### src/rtl/pxie_c2h_read_engine.sv
// Card-to-host readback engine: captures a c2h request, prefetches words from
// the RAM read port into a credit-limited FIFO and streams them to TX behind a
// single header beat over a valid/ready handshake.
// Ports:
//   I_PXIE_CLK, I_Rst_n                 clock, async active-low reset
//   I_c2h_addr/len/en                   request from the RX command decoder
//   O_ram_addr, O_ram_rden, I_ram_rdata RAM read port (fixed RAM_LAT latency)
//   O_tx_data/vld/last, I_tx_rdy        TX beat stream
//   O_busy, O_done, O_drop_cnt          status
module pxie_c2h_read_engine #(
  parameter int unsigned RAM_AW     = 16,
  parameter int unsigned RAM_LAT    = 2,
  parameter int unsigned FIFO_DEPTH = 8
) (
  input  logic              I_PXIE_CLK,
  input  logic              I_Rst_n,
  input  logic [15:0]       I_c2h_addr,
  input  logic [15:0]       I_c2h_len,
  input  logic              I_c2h_en,
  output logic [RAM_AW-1:0] O_ram_addr,
  output logic              O_ram_rden,
  input  logic [127:0]      I_ram_rdata,
  output logic [127:0]      O_tx_data,
  output logic              O_tx_vld,
  input  logic              I_tx_rdy,
  output logic              O_tx_last,
  output logic              O_busy,
  output logic              O_done,
  output logic [7:0]        O_drop_cnt
);

  localparam int unsigned DW = 128;
  localparam int unsigned PW = $clog2(FIFO_DEPTH);
  localparam int unsigned CW = PW + 1;
  localparam int unsigned SW = CW + 1;
  localparam logic [15:0] HDR_TAG = 16'heb9d;

  typedef enum logic [1:0] {ST_IDLE, ST_HEAD, ST_DATA, ST_DONE} state_t;

  state_t            r_state;
  state_t            w_state_nxt;
  logic              r_en_q1;
  logic              r_en_q2;
  logic [15:0]       r_addr;
  logic [15:0]       r_len;
  logic [15:0]       r_issued;
  logic [15:0]       r_sent;
  logic [RAM_AW-1:0] r_ram_addr;
  logic [RAM_LAT-1:0] r_vld_pipe;
  logic [CW-1:0]     r_inflight;
  logic [CW-1:0]     r_wr_ptr;
  logic [CW-1:0]     r_rd_ptr;
  logic [DW-1:0]     r_mem [FIFO_DEPTH];
  logic [7:0]        r_drop_cnt;

  logic              w_req_edge;
  logic              w_fifo_wr;
  logic              w_fifo_rd;
  logic              w_empty;
  logic              w_can_read;
  logic              w_xfer;
  logic              w_last_beat;
  logic [CW-1:0]     w_fifo_cnt;
  logic [SW-1:0]     w_occupancy;
  logic [DW-1:0]     w_hdr;

  assign w_req_edge  = r_en_q1 & ~r_en_q2;
  assign w_fifo_cnt  = r_wr_ptr - r_rd_ptr;
  assign w_empty     = (w_fifo_cnt == '0);
  // Reads in flight count against FIFO space so a landing word always has a slot.
  assign w_occupancy = SW'(w_fifo_cnt) + SW'(r_inflight);
  assign w_can_read  = (r_issued < r_len) && (w_occupancy < SW'(FIFO_DEPTH));
  assign w_fifo_wr   = r_vld_pipe[RAM_LAT-1];
  assign w_xfer      = O_tx_vld & I_tx_rdy;
  assign w_fifo_rd   = (r_state == ST_DATA) && w_xfer;
  assign w_last_beat = (r_sent == r_len - 16'd1);
  assign w_hdr       = {64'h0, HDR_TAG, r_len, 16'h0, r_addr};

  // FSM state register
  always_ff @(posedge I_PXIE_CLK or negedge I_Rst_n) begin
    if (!I_Rst_n) r_state <= ST_IDLE;
    else          r_state <= w_state_nxt;
  end

  // FSM next state
  always_comb begin
    w_state_nxt = r_state;
    case (r_state)
      ST_IDLE: if (w_req_edge) w_state_nxt = ST_HEAD;
      ST_HEAD: if (w_xfer) w_state_nxt = (r_len == 16'd0) ? ST_DONE : ST_DATA;
      ST_DATA: if (w_xfer && w_last_beat) w_state_nxt = ST_DONE;
      ST_DONE: w_state_nxt = ST_IDLE;
      default: w_state_nxt = ST_IDLE;
    endcase
  end

  // FSM outputs; idle decodes to all-zero so reset clears outputs at once
  always_comb begin
    O_tx_vld   = 1'b0;
    O_tx_data  = '0;
    O_tx_last  = 1'b0;
    O_busy     = 1'b0;
    O_done     = 1'b0;
    O_ram_rden = 1'b0;
    O_ram_addr = r_ram_addr;
    O_drop_cnt = r_drop_cnt;
    case (r_state)
      ST_HEAD: begin
        O_tx_vld   = 1'b1;
        O_tx_data  = w_hdr;
        O_tx_last  = (r_len == 16'd0);
        O_busy     = 1'b1;
        O_ram_rden = w_can_read;
      end
      ST_DATA: begin
        O_tx_vld   = ~w_empty;
        O_tx_data  = r_mem[r_rd_ptr[PW-1:0]];
        O_tx_last  = w_last_beat;
        O_busy     = 1'b1;
        O_ram_rden = w_can_read;
      end
      ST_DONE: begin
        O_done = 1'b1;
        O_busy = 1'b1;
      end
      default: ;
    endcase
  end

  // Request capture, counters, read tracking and FIFO pointers
  always_ff @(posedge I_PXIE_CLK or negedge I_Rst_n) begin
    if (!I_Rst_n) begin
      r_en_q1    <= 1'b0;
      r_en_q2    <= 1'b0;
      r_addr     <= '0;
      r_len      <= '0;
      r_issued   <= '0;
      r_sent     <= '0;
      r_ram_addr <= '0;
      r_vld_pipe <= '0;
      r_inflight <= '0;
      r_wr_ptr   <= '0;
      r_rd_ptr   <= '0;
      r_drop_cnt <= '0;
    end else begin
      r_en_q1 <= I_c2h_en;
      r_en_q2 <= r_en_q1;
      if (r_state == ST_IDLE && w_req_edge) begin
        r_addr     <= I_c2h_addr;
        r_len      <= I_c2h_len;
        r_issued   <= '0;
        r_sent     <= '0;
        r_ram_addr <= RAM_AW'(I_c2h_addr);
      end else begin
        if (O_ram_rden) begin
          r_issued   <= r_issued + 16'd1;
          r_ram_addr <= r_ram_addr + RAM_AW'(1);
        end
        if (w_fifo_rd) r_sent <= r_sent + 16'd1;
      end
      if (w_req_edge && r_state != ST_IDLE && r_drop_cnt != 8'hFF)
        r_drop_cnt <= r_drop_cnt + 8'd1;
      // Valid bits march alongside the RAM pipeline; the oldest marks a landing word.
      r_vld_pipe <= RAM_LAT'({r_vld_pipe, O_ram_rden});
      r_inflight <= r_inflight + CW'(O_ram_rden) - CW'(w_fifo_wr);
      if (w_fifo_wr) r_wr_ptr <= r_wr_ptr + CW'(1);
      if (w_fifo_rd) r_rd_ptr <= r_rd_ptr + CW'(1);
    end
  end

  // FIFO storage
  always_ff @(posedge I_PXIE_CLK) begin
    if (w_fifo_wr) r_mem[r_wr_ptr[PW-1:0]] <= I_ram_rdata;
  end

endmodule

### config.mk
export PLATFORM = sky130hd
export DESIGN_NAME = pxie_c2h_read_engine
export DESIGN_NICKNAME = d
export VERILOG_FILES = /design/src/rtl/pxie_c2h_read_engine.sv
export SDC_FILE = /design/constraint.sdc
export NUM_CORES = 1
export LEC_CHECK = 0
export CORE_ASPECT_RATIO = 0.75
export CORE_MARGIN = 10
export CORE_UTILIZATION = 59
export DETAILED_ROUTE_END_ITERATION = 10
export PLACE_DENSITY_LB_ADDON = 0.2
export SYNTH_ARGS = -nofsm -noshare
export SYNTH_HDL_FRONTEND = slang
export SYNTH_SLANG_ARGS = --single-unit
### constraint.sdc
create_clock -name I_PXIE_CLK -period 12.2 [get_ports I_PXIE_CLK]
set_input_delay 2.44 -clock I_PXIE_CLK [delete_from_list [all_inputs] [get_ports I_PXIE_CLK]]
set_output_delay 2.44 -clock I_PXIE_CLK [all_outputs]
set_load 0.01 [all_outputs]
==> summary.md <==
| Metric | Value |
|---|---|
| PD cells | `roughly 220 nW/um2` |
| Final #Nets | `2968` |
| Die W | `339 um` |
| Full die area | `just under 90000 um2` |
| Non-Filler Cell Area, Final | `about 53000 um2` |
| Post-CTS Setup Inserts | `0` |
| DR DRC count | `0` |
| Clock-pin slew on the worst setup and hold paths | `0.07 ns` |
| Number of flops mapped to enable cells by yosys | `roughly 1000` |
| Core area | `75300 um2` |
| Leakage | `between 15 and 20 nW` |
| Mean post-synth cell area | `18.5 um2` |
| Max clock buf depth | `3` |
| Yosys reg bits | `around 1100` |
| Remaining global-route overflow | `0` |
| Total Routed Length | `roughly 100 mm` |
| First-pass DRT Iterations | `5` |
| Post-route ant nets | `0` |
| CP required | `9.76 ns` |
| Commonest non-fill, non-tap cell in the layout | `edfxtp_1` |
| Row Count | `87` |
| Place WS | `5.48 ns` |
| Global-route wire length before repair | `roughly 160 mm` |
| CP max FO | `between 70 and 80` |
| Io pins | `between 300 and 400` |
| Vias per inst | `between 6 and 7` |
| # hold bufs at CTS | `0` |
| Count of input and output buffers | `320` |
| Avg WL per Cell | `~27 um` |
| Area Overhead vs Synth | `17.3%` |
| Cts repair resizes | `0` |
| Status | `completed` |
| TNS Setup | `0 ns` |
| Kind of start point of the critical path | `flip-flop` |
| Commonest cells after routing, fill and taps aside | `edfxtp_1 (1024), clkdlybuf4s50_1 (319), nand2_1 (294)` |
| Critical path class | `flip-flop to primary output` |
| RSZ-0062 raised after global routing | `false` |
| Vias after detailed routing | `between 20000 and 25000` |
| Synth Instances | `about 2400` |
| TritonCTS clock tree | `built` |
| Max_cap viols | `0` |
| Ys async rst share | `9.38%` |
| CTS H-tree depth | `3` |
| Max IR drop VDD | `between 0.0002 and 0.00025 V` |
| Sink Count | `around 1100` |
| Initial antenna violation count | `12` |
| Hpwl dp | `between 50 and 60 mm` |
| Fin. Hold Viols | `0` |
| Synthesis Warnings | `0` |
| Max Fclk | `around 0.13 GHz` |
| Clk_lat worst skew | `about 0.7 ns` |
| Primary FF master, synth | `edfxtp_1` |
| CTS Buf Count | `roughly 100` |
| Vias in the first global route | `approximately 25000` |
| Measured slew at the worst slew-check pin | `around 1.1 ns` |
| DP Area | `between 40000 and 50000 um2` |
| Slew Viols, Final | `0` |
| Worst min-delay path class | `flip-flop to flip-flop` |
| Max transition margin | `around a quarter` |
| Final setup violation count | `0` |
| Fin crit share | `between 60% and 70%` |
| Crit end category | `primary output` |
| DR iter-0 viols | `about 2500` |
| Final min period | `between 7 and 8 ns` |
| Worst Skew | `between 0.04 and 0.05 ns` |
| Post-synthesis net count | `between 2000 and 3000` |
| Tot Pwr | `approximately 0.012 W` |
| Die height | `259 um` |
| Root Buffer | `clkbuf_16` |
| WP data arrival | `4.98 ns` |
| Layout cells sized above 1 | `16.9%` |
| Post-route setup slack | `approximately 4.8 ns` |
| Seq/Total Area, Yosys | `about three quarters` |
| Routability congestion estimate | `approximately 0.82` |
| Largest net degree at the start of global routing | `121` |
| Initial Util | `59.6%` |
| Global Route Usage Sum | `between 20% and 30%` |
| Post-synthesis cell area | `about 45000 um2` |
| Netlist cell types | `64` |
## worst max-delay path, cell delays in order, from the launching register on
cell	delay (ns)
dfrtp_4	0.86
buf_4	0.88
buf_4	0.99
mux4_2	0.38
nand2_1	0.06
a21oi_1	0.40
clkdlybuf4s50_1	0.63
## synth_stat cells (3+ instances only)
library cell | count | area [um2]
a211oi_1 | 3 | 22.5
o211ai_1 | 5 | 37.5
and3_1 | 10 | 62.6
a21o_1 | 9 | 67.6
a31oi_1 | 15 | 93.8
ha_1 | 37 | 463
or3_1 | 14 | 87.6
mux2i_1 | 48 | 480
nand2_1 | 295 | 1110
and2_1 | 3 | 18.8
buf_1 | 42 | 158
a31o_2 | 4 | 35.0
nand2b_1 | 10 | 62.6
mux2_2 | 4 | 45.0
nor3_1 | 14 | 70.1
nand4_1 | 13 | 81.3
o21ai_0 | 71 | 355
xnor2_1 | 41 | 359
or4_1 | 7 | 52.6
clkbuf_1 | 80 | 300
and4_1 | 4 | 35.0
nor2_1 | 50 | 188
mux4_2 | 256 | 5770
o31ai_1 | 4 | 30.0
nand3_1 | 24 | 120
o22ai_1 | 17 | 106
inv_1 | 40 | 150
xor2_1 | 15 | 131
nor4_1 | 11 | 68.8
dfrtp_1 | 106 | 2650
edfxtp_1 | 1024 | 30700
a21oi_1 | 104 | 521
## cell type report
class | count | area (um2)
Clock buffer | 131 | 2730
Clock inverter | 53 | 604
Tap cell | 1023 | 1280
Fill cell | 4685 | 22700
Sequential cell | 1130 | 33400
Antenna cell | 6 | 15.0
Inverter | 40 | 155
Timing Repair Buffer | 361 | 3520
Multi-Input combinational cell | 1128 | 10900
## path summary, 6_finish.rpt
kind | from | to | slack [ns] | depth (start not counted)
max | r_rd_ptr[1]$_DFFE_PN0P_ | O_tx_data[27] | 4.78 | 6
min | r_vld_pipe[0]$_DFF_PN0_ | r_vld_pipe[1]$_DFF_PN0_ | 0.37 | 0
max reg2reg | r_rd_ptr[2]$_DFFE_PN0P_ | r_inflight[1]$_DFF_PN0_ | 7.66 | 13
min reg2reg | r_vld_pipe[0]$_DFF_PN0_ | r_vld_pipe[1]$_DFF_PN0_ | 0.37 | 0
max in group asynchronous | I_Rst_n | r_rd_ptr[2]$_DFFE_PN0P_ | 9.06 | 2
min in group asynchronous | I_Rst_n | r_en_q1$_DFF_PN0_ | 1.72 | 1
## stage by stage
stage	std cells	hold WS, ns	utilization [%]
floorplan	2422	0.331	-
global placement	3682	0.338	65.5
detailed placement	3682	0.349	65.5
CTS	3866	0.365	69.9
global route	3869	0.374	69.9
finish	3872	0.366	69.9
## registers in the layout, indices dropped and copies added, names as in the netlist, 8 cells and up
register	cells
r_mem	1024
O_drop_cnt	8
r_len	16
r_issued	16
r_addr	16
O_ram_addr	16
r_sent	16
## power breakdown
group | total (W) | switching [W] | internal (W)
Combinational | 0.00355 | 0.00189 | 0.00166
Clock | 0.00319 | 0.00139 | 0.00180
Sequential | 0.00481 | 0.000254 | 0.00455
## cells by family (layout without fill, tap and decap cells)
group / count (synthesis) / count (layout) / synth area share (%)
buffers and inverters: 164 / 585 / 1.40
AO/OA/AOI/OAI: 254 / 254 / 3.28
flip-flops: 1130 / 1130 / 74.4
other: 0 / 6 / 0
XOR/XNOR: 56 / 56 / 1.09
multiplexers: 308 / 308 / 14.0
AND/OR/NAND/NOR: 471 / 471 / 4.69
adder cells (fa/ha/maj): 39 / 39 / 1.12
## per-layer routing
layer,wire [um],vias to the layer above,global-route usage (%)
met2,51100,1026,38.0
li1,-,10300,-
met5,71,-,0
met3,7840,153,4.92
met4,2010,12,5.68
met1,41800,12400,32.3
Note: power is estimated with default switching activity, not from simulation.
